$ cat config.mk
export PLATFORM = sky130hd
export DESIGN_NAME = psg_write_sequencer
export DESIGN_NICKNAME = d
export VERILOG_FILES = /design/src/rtl/psg_write_sequencer.sv
export SDC_FILE = /design/constraint.sdc
export NUM_CORES = 1
export LEC_CHECK = 0
export ABC_AREA = 0
export BUFFER_PORTS_ARGS = -buffer_cell sky130_fd_sc_hd__clkbuf_2
export CAP_MARGIN = 30
export CORE_MARGIN = 1.5
export CORE_UTILIZATION = 50
export CTS_CLUSTER_DIAMETER = 120
export CTS_CLUSTER_SIZE = 20
export DETAILED_ROUTE_END_ITERATION = 10
export GPL_TIMING_DRIVEN = 0
export PLACE_DENSITY = 0.8
export SLEW_MARGIN = 40
export SYNTH_ARGS = -nofsm -noshare
export SYNTH_HDL_FRONTEND = slang
export SYNTH_SLANG_ARGS = --single-unit
$ cat constraint.sdc
create_clock -name clk_logic -period 3.1 [get_ports clk_logic]
set_input_delay 0.93 -clock clk_logic [delete_from_list [all_inputs] [get_ports clk_logic]]
set_output_delay 0.93 -clock clk_logic [all_outputs]
set_load 0.02 [all_outputs]
$ cat src/rtl/psg_write_sequencer.sv
// psg_write_sequencer: two-requester round-robin write queue feeding the
// AY-3-8913/YM2149 bus protocol (latch address, gap, write data, gap) for the
// two-PSG Mockingboard datapath. Also owns the shared PSG reset line.
module psg_write_sequencer #(
  parameter int PHASE_TICKS = 1,
  parameter int FIFO_DEPTH  = 4
) (
  input  logic                         clk_logic,
  input  logic                         system_reset_n,
  input  logic                         tick_i,
  input  logic                         a_req_i,
  input  logic                         a_chip_i,
  input  logic [3:0]                   a_reg_i,
  input  logic [7:0]                   a_data_i,
  output logic                         a_ack_o,
  input  logic                         b_req_i,
  input  logic                         b_chip_i,
  input  logic [3:0]                   b_reg_i,
  input  logic [7:0]                   b_data_i,
  output logic                         b_ack_o,
  input  logic                         reset_psg_i,
  output logic                         psg_sel_o,
  output logic                         psg_bdir_o,
  output logic                         psg_bc_o,
  output logic                         psg_reset_n_o,
  output logic [7:0]                   psg_data_o,
  output logic                         busy_o,
  output logic [$clog2(FIFO_DEPTH):0]  fifo_count_o
);

  localparam int AW = $clog2(FIFO_DEPTH);
  localparam int CW = AW + 1;
  localparam int TW = $clog2(2*PHASE_TICKS + 1);
  localparam logic [TW-1:0] PH_LOAD  = TW'(PHASE_TICKS - 1);
  localparam logic [TW-1:0] RST_LOAD = TW'(2*PHASE_TICKS - 1);

  typedef struct packed {
    logic       chip;
    logic [3:0] rg;
    logic [7:0] data;
  } wr_req_t;

  typedef enum logic [2:0] {
    S_RST, S_IDLE, S_LATCH, S_GAP1, S_WRITE, S_GAP2
  } state_t;

  // FIFO storage and pointers
  wr_req_t         r_mem [FIFO_DEPTH];
  logic [AW-1:0]   r_wptr, r_rptr;
  logic [CW-1:0]   r_count;

  // arbiter state: registered acks double as the "acked last cycle" guard
  logic            r_a_ack, r_b_ack;
  logic            r_rr;       // 0 = A has priority on a collision

  // sequencer state
  state_t          r_state;
  logic [TW-1:0]   r_cnt;
  logic            r_pend;
  wr_req_t         r_hold;
  logic            r_sel, r_bdir, r_bc, r_reset_n;
  logic [7:0]      r_data;

  logic            w_full, w_empty;
  logic            w_a_elig, w_b_elig, w_win_a, w_win_b;
  logic            w_push, w_pop, w_rst_go;
  wr_req_t         w_push_d, w_head;

  assign w_full   = (r_count == CW'(FIFO_DEPTH));
  assign w_empty  = (r_count == '0);
  assign w_a_elig = a_req_i && !w_full && !r_a_ack;
  assign w_b_elig = b_req_i && !w_full && !r_b_ack;
  assign w_win_a  = w_a_elig && (!w_b_elig || !r_rr);
  assign w_win_b  = w_b_elig && (!w_a_elig ||  r_rr);
  assign w_push   = w_win_a || w_win_b;
  assign w_push_d = w_win_a ? wr_req_t'{a_chip_i, a_reg_i, a_data_i}
                            : wr_req_t'{b_chip_i, b_reg_i, b_data_i};
  assign w_head   = r_mem[r_rptr];

  // pending PSG reset is only serviced from IDLE on a tick
  assign w_rst_go = (r_state == S_IDLE) && tick_i && r_pend;
  // the pop decision must match the IDLE branch of the FSM exactly
  assign w_pop    = (r_state == S_IDLE) && tick_i && !r_pend && !w_empty;

  // ack pulses and collision round-robin pointer
  always_ff @(posedge clk_logic or negedge system_reset_n) begin
    if (!system_reset_n) begin
      r_a_ack <= 1'b0;
      r_b_ack <= 1'b0;
      r_rr    <= 1'b0;
    end else begin
      r_a_ack <= w_win_a;
      r_b_ack <= w_win_b;
      if (w_a_elig && w_b_elig) r_rr <= ~r_rr;
    end
  end

  // write-request FIFO; simultaneous push and pop leave count unchanged
  always_ff @(posedge clk_logic or negedge system_reset_n) begin
    if (!system_reset_n) begin
      r_wptr  <= '0;
      r_rptr  <= '0;
      r_count <= '0;
      for (int i = 0; i < FIFO_DEPTH; i++) r_mem[i] <= '0;
    end else begin
      if (w_push) begin
        r_mem[r_wptr] <= w_push_d;
        r_wptr        <= r_wptr + 1'b1;
      end
      if (w_pop) r_rptr <= r_rptr + 1'b1;
      if (w_push && !w_pop)      r_count <= r_count + 1'b1;
      else if (!w_push && w_pop) r_count <= r_count - 1'b1;
    end
  end

  // sticky reset request; a new request in the clearing cycle wins
  always_ff @(posedge clk_logic or negedge system_reset_n) begin
    if (!system_reset_n) r_pend <= 1'b0;
    else                 r_pend <= reset_psg_i || (r_pend && !w_rst_go);
  end

  // bus-phase FSM, advances only on tick_i; outputs registered on transition
  always_ff @(posedge clk_logic or negedge system_reset_n) begin
    if (!system_reset_n) begin
      r_state   <= S_RST;
      r_cnt     <= RST_LOAD;
      r_hold    <= '0;
      r_sel     <= 1'b0;
      r_bdir    <= 1'b0;
      r_bc      <= 1'b0;
      r_reset_n <= 1'b0;
      r_data    <= '0;
    end else if (tick_i) begin
      case (r_state)
        S_RST: begin
          if (r_cnt == '0) begin
            r_state   <= S_IDLE;
            r_reset_n <= 1'b1;
          end else r_cnt <= r_cnt - 1'b1;
        end
        S_IDLE: begin
          if (r_pend) begin
            r_state   <= S_RST;
            r_cnt     <= RST_LOAD;
            r_reset_n <= 1'b0;
          end else if (!w_empty) begin
            r_hold  <= w_head;
            r_state <= S_LATCH;
            r_cnt   <= PH_LOAD;
            r_bdir  <= 1'b1;
            r_bc    <= 1'b1;
            r_data  <= {4'b0, w_head.rg};
            r_sel   <= w_head.chip;
          end
        end
        S_LATCH: begin
          if (r_cnt == '0) begin
            r_state <= S_GAP1;
            r_cnt   <= PH_LOAD;
            r_bdir  <= 1'b0;
            r_bc    <= 1'b0;
          end else r_cnt <= r_cnt - 1'b1;
        end
        S_GAP1: begin
          if (r_cnt == '0) begin
            r_state <= S_WRITE;
            r_cnt   <= PH_LOAD;
            r_bdir  <= 1'b1;
            r_bc    <= 1'b0;
            r_data  <= r_hold.data;
          end else r_cnt <= r_cnt - 1'b1;
        end
        S_WRITE: begin
          if (r_cnt == '0) begin
            r_state <= S_GAP2;
            r_cnt   <= PH_LOAD;
            r_bdir  <= 1'b0;
            r_bc    <= 1'b0;
          end else r_cnt <= r_cnt - 1'b1;
        end
        S_GAP2: begin
          if (r_cnt == '0) r_state <= S_IDLE;
          else             r_cnt   <= r_cnt - 1'b1;
        end
        default: begin
          r_state   <= S_RST;
          r_cnt     <= RST_LOAD;
          r_reset_n <= 1'b0;
          r_bdir    <= 1'b0;
          r_bc      <= 1'b0;
        end
      endcase
    end
  end

  assign a_ack_o       = r_a_ack;
  assign b_ack_o       = r_b_ack;
  assign psg_sel_o     = r_sel;
  assign psg_bdir_o    = r_bdir;
  assign psg_bc_o      = r_bc;
  assign psg_reset_n_o = r_reset_n;
  assign psg_data_o    = r_data;
  assign busy_o        = (r_state != S_IDLE) || !w_empty;
  assign fifo_count_o  = r_count;

endmodule

# ---- Word level (Yosys, flattened, before mapping)
# Cells that the tools add are included.
dict set report op_classes {
  mux 33
  bitwise_logic 7
  n_lt_le_gt_ge 3
  n_reduce_logical 47
  eq_ne 19
  addsub 5
}
# op count
set ops {}
lappend ops {{bitwise mux 52 bit} 1}
lappend ops {{two-way mux 13 bit} 4}
lappend ops {{binary-select mux 13 bit (select 2 bit)} 1}
lappend ops {{demux 13 bit (select 2 bit)} 1}
lappend ops {{two-way mux 3 bit} 8}
lappend ops {{two-way mux 8 bit} 3}
lappend ops {{inequality test 2 bit, second input constant} 8}
lappend ops {{case mux 8 bit (2 select lines)} 1}
lappend ops {{logical AND 1 bit} 15}
lappend ops {{case mux 3 bit (5 select lines)} 1}
lappend ops {{AND reduction 6 bit} 2}
lappend ops {{logical NOT 1 bit} 11}
lappend ops {{AND reduction 5 bit} 2}
lappend ops {{equality test 3 bit, second input constant} 3}
lappend ops {{two-way mux 2 bit} 4}
lappend ops {{AND reduction 4 bit} 2}
lappend ops {{equality test 3 x 2 -> 1 bit, second input constant} 2}
lappend ops {{>= comparator 3 bit, second input constant} 2}
lappend ops {{logical NOT 3 bit} 2}
lappend ops {{inequality test 2 x 1 -> 1 bit, second input constant} 3}
lappend ops {{NOT 2 -> 3 bit} 2}
lappend ops {{case mux 1 bit (3 select lines)} 2}
lappend ops {{case mux 2 bit (3 select lines)} 1}
lappend ops {{logical OR 1 bit} 5}
lappend ops {{17 further kinds} 28}
dict set report totals {
  output_inout_bits 18
  reg_bits 88
}

# ---- Logic depth before layout (Yosys ltp)
# Gate-level depths: netlist of run 1.
dict set report depth {
  ltp_word 12
  depth_mapped 11
  ltp_nobuf 9
}

# ---- Worst setup path after synthesis of run 1
# No wires, ideal clock.
dict set report synth_path {
  path_type {in2reg}
  from {input port tick_i}
  to {register r_count[1] (netlist: fifo_count_o[1])}
  arrival_time_ns 2.725
  path_buffers 2
  path_stages 9
  t_required_ns 2.975
  setup_slack_ns 0.250
  path_cell_list {buf_2 > nand4bb_1 > nor3_1 > buf_2 > inv_1 > ha_1 > inv_1 > fa_1 > mux2_2}
}
dict set report synth_between {
  elab_chain_cells 6
  word_cells_on_any_way 8
}
# item line_no
set synth_lines {}
lappend synth_lines {{start, declared} 10} ;# input logic tick_i,
lappend synth_lines {{logical AND 1 bit (*) (3 in series)} 83} ;# assign w_pop = (r_state == S_IDLE) && tick_i && !r_pend && !w_empty;
lappend synth_lines {{logical NOT 1 bit} 111} ;# if (w_push && !w_pop) r_count <= r_count + 1'b1;
lappend synth_lines {{logical AND 1 bit} 111}
lappend synth_lines {{two-way mux 3 bit / nonzero test 2 bit (equally long branches)} --}
lappend synth_lines {{end signal, assigned} 111}
lappend synth_lines {{end signal, assigned} 112} ;# else if (!w_push && w_pop) r_count <= r_count - 1'b1;
lappend synth_lines {{end, declared} 50} ;# logic [CW-1:0] r_count;
# Every way passes the cells marked *; elsewhere a longest branch is shown, timed or not.
# A chain may end at the register's enable or synchronous reset.

# ---- Final worst setup path of run 1
# Same ends and word-level chain as after synthesis.

==> metrics, run 1 <==
status completed; final WL 9.06 mm; Clock Sinks 88; syn_area_per_cell 11.4 µm²; EDFF count, synth 0; core area 8180 µm²; minimum clock period 2.83 ns; max incr delay on CP 0.40 ns; Clock H-tree levels 3; fin nets 471; grt total ovfl 0; clock transition at the registers of the reported paths 0.09 ns; initial antenna violation count 0; final setup vio count 0; Die Y 94.7 µm; starting DRC count in detailed routing 262; fin util 59.2%; Worst Skew 0.0125 ns; RSZ-0062 raised after global routing false; met3 wire length 490 µm; crit path DAT 3.08 ns; Yosys reg bits 88; Final Cycle Share 91.3%; cell chain of the critical path buf_2 > nand4bb_1 > nor3_1 > buf_2 > inv_1 > ha_1 > inv_1 > fa_1 > mux2_2; Global Route Usage Sum 22.1%; Critical Path Fanout Max 10; M1 WL 3.87 mm; first-pass GRT wire length 15.1 mm; worst setup margin 0.268 ns; vias 3025; Pleak 2.33 nW; Yosys warning total 0; post-CTS sizing 0; Synth cell types 49; routed vias/inst 5.60; Worst-Margin Slew 0.676 ns; Final Hold Viols 0; WL met2 4.57 mm; Clock Latency Late Sink 0.36 ns; Seq/Total Area, Yosys 52.4%; Startpoint Class primary input; pwr/cell area 1000 nW/µm²; Tot Pwr 4.84 mW; Synth Instances 370; WHS 0.460 ns; R2R depth 9; crit end category flop; largest net degree at the start of global routing 57; CTS tree built; CTS root buf clkbuf_8; max frequency 0.353 GHz; setup bufs post-CTS 0; post-synth net total 411; Top Metal Used met4; commonest non-fill, non-tap cell in the layout dfrtp_1; DP Worst Slack -0.106 ns; TNS Setup 0 ns; Placed Area 4620 µm²; Routed Antenna Nets 0; placed insts 524; fraction of registers with async set/reset 100%; routability cong. 0.871; Final Cell Area 4840 µm²; max-slew violations 0; worst vdd ir 0.358 mV; commonest cells after routing, fill and taps aside dfrtp_1 (87), nand2_1 (61), o21ai_0 (57), clkbuf_2 (47), mux2_2 (24); P&R area growth vs syn 14.9%; ANT cells 0; Synth Flop Type dfrtp_1; Max-Cap Viols 0; crit path kind primary input to flop; Post-Syn Area 4210 µm²; DIE WIDTH 94.7 µm; Hold Buf Count CTS 0; initial core utilization 51.5%; Req. time, crit path 3.35 ns; Relative slew margins 54.7%; Pre-antenna DRT Iters 6; CP max stage cell fa_1; DRC 0; row count 33; IO buf count 48; number of I/O pins 50; WL per Instance 16.8 µm; CTS Buffer Depth 2; DP HPWL 6.46 mm; Non-Filler Instances 540; share of layout cells above drive strength 1 29.0%; Die ar. 8970 µm²; CTS buffer count 9; Worst Hold Class primary input to async pin; number of global-route vias before repair 3117
[routing by layer]
layer	vias up	GRT usage, %
li1	1420	-
met5	-	0
met2	116	37.7
met1	1476	28.6
met4	0	7.84
met3	13	3.54
[critical path: cells and delay by family]
family / cells / cell delay [ns]
mux: 1 / 0.27
simple gates: 2 / 0.52
buf+inv: 4 / 0.73
fa+ha+maj: 2 / 0.62
[cell usage after synthesis, types with 5 or more instances]
library cell,count,area (µm²)
mux2i_1,14,140
ha_1,8,100
a21oi_1,6,30.0
clkbuf_1,6,22.5
mux4_2,13,293
nand2_1,61,229
mux2_2,24,270
inv_1,11,41.3
o21ai_0,57,285
buf_2,15,75.1
o211ai_1,5,37.5
dfrtp_1,87,2180
[final timing paths]
| kind | from | slack (ns) | to |
|---|---|---|---|
| max | tick_i | 0.27 | fifo_count_o[1]$_DFFE_PN0P_ |
| min | system_reset_n | 0.46 | r_cnt[1]$_DFFE_PN0P_ |
| max reg2reg | r_state[2]$_DFFE_PN0P_ | 0.39 | fifo_count_o[1]$_DFFE_PN0P_ |
| min reg2reg | r_mem[37]$_DFFE_PN0P_ | 0.48 | r_mem[37]$_DFFE_PN0P_ |
| max in group asynchronous | system_reset_n | 2.06 | r_cnt[0]$_DFFE_PN1P_ |
| min in group clk_logic | r_mem[37]$_DFFE_PN0P_ | 0.48 | r_mem[37]$_DFFE_PN0P_ |
[registers in the layout, indices dropped and copies added (netlist names), 2 cells and up]
name,cells
r_state,3
r_rptr,2
r_hold,8
r_mem,52
psg_data_o,8
fifo_count_o,3
r_cnt,2
r_wptr,2
[cell type report]
cell class,instances,area [µm²]
fill,684,3340
sequential,88,2200
multi-input combinational,248,1850
timing repair buffer,49,277
clock buffer,10,138
tap,105,131
buffer,23,116
clock inverter,6,82.6
inverter,11,41.3
[report_power, final]
group | internal (mW) | total (mW) | switching, mW
clock | 0.472 | 0.872 | 0.400
sequential | 1.65 | 1.96 | 0.305
combinational | 0.875 | 2.01 | 1.13
total | 3.00 | 4.84 | 1.84
[kinds of logic after synthesis]
family                   share of synthesized area [%]
AND/OR/NAND/NOR                                   11.5
flip-flops                                        52.4
AO/OA/AOI/OAI                                     11.4
multiplexers                                      16.7
buffers and inverters                             3.75
adder cells (fa/ha/maj)                           2.85
XOR/XNOR                                          1.46
No activity file was read; power rests on OpenSTA's default activity.
==> run 2: changes to the inputs <==
- clock period: 3.1 -> 2.9 ns (I/O delays scaled with it)
==> metrics, run 2 (synthesized netlist as in run 1, its figures left out) <==
number of I/O pins 50 (unchanged); placed insts 524 (unchanged); Clock H-tree levels 3 (unchanged); WHS 0.402 ns (was 0.460 ns); initial antenna violation count 0 (unchanged); Final Cycle Share 91.5%; clock transition at the registers of the reported paths 0.09 ns (about the same); RSZ-0062 raised after global routing false (unchanged); DP Worst Slack -0.246 ns (was -0.106 ns); status completed (unchanged); Final Hold Viols 0 (unchanged); Clock Latency Late Sink 0.36 ns (about the same); Worst-Margin Slew 0.680 ns (was 0.676 ns); CTS Buffer Depth 2 (unchanged); Critical Path Fanout Max 10 (unchanged); fin nets 471 (unchanged); CTS tree built (unchanged); row count 33 (unchanged); CTS root buf clkbuf_8 (unchanged); max-slew violations 0 (unchanged); IO buf count 48 (unchanged); Die Y 94.7 µm (unchanged); Max-Cap Viols 0 (unchanged); vias 3038 (was 3025); share of layout cells above drive strength 1 29.2% (was 29.0%); max frequency 0.377 GHz; initial core utilization 51.5% (unchanged); first-pass GRT wire length 15.1 mm (unchanged); commonest non-fill, non-tap cell in the layout dfrtp_1 (unchanged); worst vdd ir 0.383 mV (was 0.358 mV); Pleak 2.33 nW (about the same); DP HPWL 6.46 mm (unchanged); DRC 0 (unchanged); Non-Filler Instances 540 (unchanged); pwr/cell area 1070 nW/µm² (was 1000 nW/µm²); Worst Skew 0.0116 ns (was 0.0125 ns); Tot Pwr 5.18 mW (was 4.84 mW); final WL 9.05 mm (was 9.06 mm); starting DRC count in detailed routing 197 (was 262); crit path DAT 2.90 ns (was 3.08 ns); routed vias/inst 5.63 (was 5.60); Routed Antenna Nets 0 (unchanged); core area 8180 µm² (unchanged); Die ar. 8970 µm² (unchanged); WL per Instance 16.8 µm (about the same); CTS buffer count 9 (unchanged); final setup vio count 0 (unchanged); grt total ovfl 0 (unchanged); crit end category flop (unchanged); Worst Hold Class primary input to async pin (unchanged); TNS Setup 0 ns (unchanged); largest net degree at the start of global routing 57 (unchanged); minimum clock period 2.65 ns; number of global-route vias before repair 3117 (unchanged); Startpoint Class primary input (unchanged); R2R depth 9 (unchanged); ANT cells 0 (unchanged); routability cong. 0.871 (unchanged); Req. time, crit path 3.15 ns (was 3.35 ns); commonest cells after routing, fill and taps aside dfrtp_1 (87), nand2_1 (61), o21ai_0 (57), clkbuf_2 (47), mux2_2 (24) (unchanged); DIE WIDTH 94.7 µm (unchanged); Relative slew margins 54.5% (was 54.7%); Reg with most FFs r_mem (unchanged); crit path kind primary input to flop (unchanged); Global Route Usage Sum 22.1% (unchanged); P&R area growth vs syn 15.0% (was 14.9%); worst setup margin 0.247 ns (was 0.268 ns); max reg flops 52 (unchanged); Clock Sinks 88 (unchanged); Pre-antenna DRT Iters 4 (was 6); Hold Buf Count CTS 0 (unchanged)
## run 2: what timing repair did
item                                    4_1_cts  5_1_grt
endpoints found under the setup margin        0        1
resized for setup                             0        1
buffers inserted                              0        0
## run 2: critical path, cell delays in order
cell       delay [ns]
buf_2            0.17
nand4bb_1        0.19
nor3_2           0.24
buf_2            0.34
inv_1            0.12
ha_1             0.22
inv_1            0.07
fa_1             0.40
mux2_2           0.27
## run 2: area by class of cell
type                       instances  area, µm²
buffer                            23        116
clock buffer                      10        138
clock inverter                     6       82.6
fill                             683       3330
inverter                          11       41.3
multi-input combinational        248       1850
sequential                        88       2200
tap                              105        131
timing repair buffer              49        277
## run 2: layer usage
metal	GRT usage, %	share of wire [%]	up-vias	wire length, µm
met5	0	0	-	0
met4	7.84	1.7	0	150
met3	3.54	4.9	14	439
met2	37.7	50	103	4550
met1	28.6	43	1500	3910
li1	-	-	1421	-
## run 2: final timing paths
| path | endpoint | slack (ns) | start |
|---|---|---|---|
| max | fifo_count_o[1]$_DFFE_PN0P_ | 0.25 | tick_i |
| min | r_cnt[1]$_DFFE_PN0P_ | 0.40 | system_reset_n |
| max reg2reg | fifo_count_o[1]$_DFFE_PN0P_ | 0.32 | r_state[2]$_DFFE_PN0P_ |
| min reg2reg | r_mem[37]$_DFFE_PN0P_ | 0.48 | r_mem[37]$_DFFE_PN0P_ |
| max in group asynchronous | r_cnt[0]$_DFFE_PN1P_ | 1.92 | system_reset_n |
| min in group clk_logic | r_mem[37]$_DFFE_PN0P_ | 0.48 | r_mem[37]$_DFFE_PN0P_ |
## run 2: power by group
| group | internal [mW] | switching [mW] |
|---|---|---|
| Combinational | 0.936 | 1.22 |
| Clock | 0.504 | 0.425 |
| Sequential | 1.77 | 0.325 |
## run 2: per-stage QoR
| stage | instance area [µm²] | util, % |
|---|---|---|
| after floorplan | 4210 | - |
| after detailed placement | 4620 | 56.5 |
| final | 4840 | 59.2 |
| after CTS | 4840 | 59.2 |
| after global placement | 4580 | 56.0 |
| after global routing | 4840 | 59.2 |
==> run 3: changes to the inputs <==
- CORE_ASPECT_RATIO: unset -> 0.7
==> metrics, run 3 (synthesized netlist as in run 1, its figures left out) <==
Clock Sinks 88 (unchanged); row count 27 (was 33); Comb power frac 40.0% (was 41.6%); switching share of power 37.2% (was 38.0%); Die Y 79.8 µm (was 94.7 µm); Final Hold Viols 0 (unchanged); routability cong. 0.852 (was 0.871); initial core utilization 52.6% (was 51.5%); commonest cells after routing, fill and taps aside dfrtp_1 (87), nand2_1 (61), o21ai_0 (57), clkbuf_2 (47), mux2_2 (24) (unchanged); CTS tree built (unchanged); CTS root buf clkbuf_16 (was clkbuf_8); vias 3028 (was 3038); r2r startpoint r_state[1]$_DFFE_PN0P_ (was r_state[2]$_DFFE_PN0P_); share of layout cells above drive strength 1 29.0% (was 29.2%); Routed Antenna Nets 0 (unchanged); max-slew violations 0 (unchanged); Final Cycle Share 93.8% (was 91.5%); clock transition at the registers of the reported paths 0.06 ns (was 0.09 ns); routed vias/inst 5.66 (was 5.63); Clock Power Share 21.7% (was 18.0%); core area 8010 µm² (was 8180 µm²); worst reg2reg path endpoint fifo_count_o[1]$_DFFE_PN0P_ (unchanged); Internal 3.44 mW (was 3.21 mW); Worst Hold Class primary input to async pin (unchanged); Sequential Power Share 38.3% (was 40.4%); fin nets 471 (unchanged); number of I/O pins 50 (unchanged); IO buf count 48 (unchanged); starting DRC count in detailed routing 200 (was 197); Die ar. 8980 µm² (was 8970 µm²); worst vdd ir 0.697 mV (was 0.383 mV); crit path kind primary input to flop (unchanged); CTS Buffer Depth 2 (unchanged); DRC 0 (unchanged); fin util 61.5% (was 59.2%); number of global-route vias before repair 3209 (was 3117); RSZ-0062 raised after global routing false (unchanged); CTS buffer count 9 (unchanged); TNS Setup 0 ns (unchanged); Global Route Usage Sum 23.4% (was 22.1%); minimum clock period 2.72 ns (was 2.65 ns); first-pass GRT wire length 15.8 mm (was 15.1 mm); final WL 9.45 mm (was 9.05 mm); DIE WIDTH 113 µm (was 94.7 µm); WL per Instance 17.7 µm (was 16.8 µm); P_sw 2.03 mW (was 1.97 mW); setup bufs post-CTS 0 (unchanged); Clock Latency Late Sink 0.34 ns (was 0.36 ns); status completed (unchanged); Worst-Margin Slew 0.702 ns (was 0.680 ns); max frequency 0.367 GHz (was 0.377 GHz); Reg with most FFs r_mem (unchanged); Startpoint Class primary input (unchanged); commonest non-fill, non-tap cell in the layout dfrtp_1 (unchanged); ANT cells 0 (unchanged); Pre-antenna DRT Iters 4 (unchanged); Pleak 2.37 nW (was 2.33 nW); Clock H-tree levels 3 (unchanged); Req. time, crit path 3.13 ns (was 3.15 ns); grt total ovfl 0 (unchanged); crit end category flop (unchanged); pwr/cell area 1110 nW/µm² (was 1070 nW/µm²); Critical Path Fanout Max 10 (unchanged); initial antenna violation count 1 (was 0); R2R depth 9 (unchanged); crit path DAT 2.95 ns (was 2.90 ns); Worst Skew 0.00410 ns (was 0.0116 ns); final setup vio count 0 (unchanged); Relative slew margins 53.0% (was 54.5%); largest net degree at the start of global routing 62 (was 57); DP HPWL 6.66 mm (was 6.46 mm); max reg flops 52 (unchanged); P&R area growth vs syn 17.0% (was 15.0%); Max-Cap Viols 0 (unchanged); r2r setup slk 0.26 ns (was 0.32 ns)
==> run 3: cell types whose count changed in the layout (fill, tap and decap cells not counted) <==
cell,change
clkbuf_8,-7
bufinv_16,-1
clkbuf_16,+9
clkinv_2,-1
clkinvlp_4,-1
==> run 3: timing repair <==
action / CTS / global route
hold buffers: 0 / 0
gates resized for setup: 0 / 1
setup endpoints to repair: 0 / 2
==> run 3: worst max-delay path, stage by stage <==
cell and delay, ns:
buf_2 0.18, nand4bb_1 0.21, nor3_2 0.27, buf_2 0.34, inv_1 0.12, ha_1 0.22
inv_1 0.07, fa_1 0.40, mux2_2 0.27
==> run 3: per-layer routing <==
layer / up-vias / part of all wire [%] / track usage (%)
li1: 1422 / - / -
met4: 2 / 1.4 / 9.11
met5: - / 0.20 / 0
met1: 1486 / 46 / 31.2
met2: 99 / 46 / 35.9
met3: 19 / 7.1 / 7.59
==> run 3: power groups by stage <==
stage	logic [mW]	clock network (mW)	registers, mW
floorplan	1.52	0	2.10
global placement	2.07	0	2.06
detailed placement	2.17	0	2.11
CTS	2.19	1.20	2.09
global route	2.44	1.24	2.16
finish	2.19	1.19	2.09
==> run 3: through the flow <==
stage	setup WS [ns]	cells	power [mW]	hold WS [ns]	instance area (µm²)
after floorplan	0.110	370	3.62	0.445	4210
after global placement	-0.206	519	4.14	0.456	4570
after detailed placement	-0.319	520	4.28	0.469	4610
after CTS	0.0406	535	5.48	0.408	4920
after global routing	0.0330	535	5.85	0.416	4920
final	0.179	535	5.47	0.401	4920
==> run 3: how the worst max path moves through the flow <==
stage	startpoint	to
global route	tick_i	fifo_count_o[1]$_DFFE_PN0P_
global placement	tick_i	fifo_count_o[1]$_DFFE_PN0P_
CTS	tick_i	fifo_count_o[1]$_DFFE_PN0P_
detailed placement	tick_i	fifo_count_o[1]$_DFFE_PN0P_
floorplan	tick_i	fifo_count_o[1]$_DFFE_PN0P_
finish	tick_i	fifo_count_o[1]$_DFFE_PN0P_
==> run 3: final cells by class <==
type	count	area, µm²
Fill cell	661	3080
Sequential cell	88	2200
Multi-Input combinational cell	248	1850
Timing Repair Buffer	49	277
Clock buffer	12	267
Tap cell	101	126
Buffer	23	116
Inverter	11	41.3
Clock inverter	3	40.0
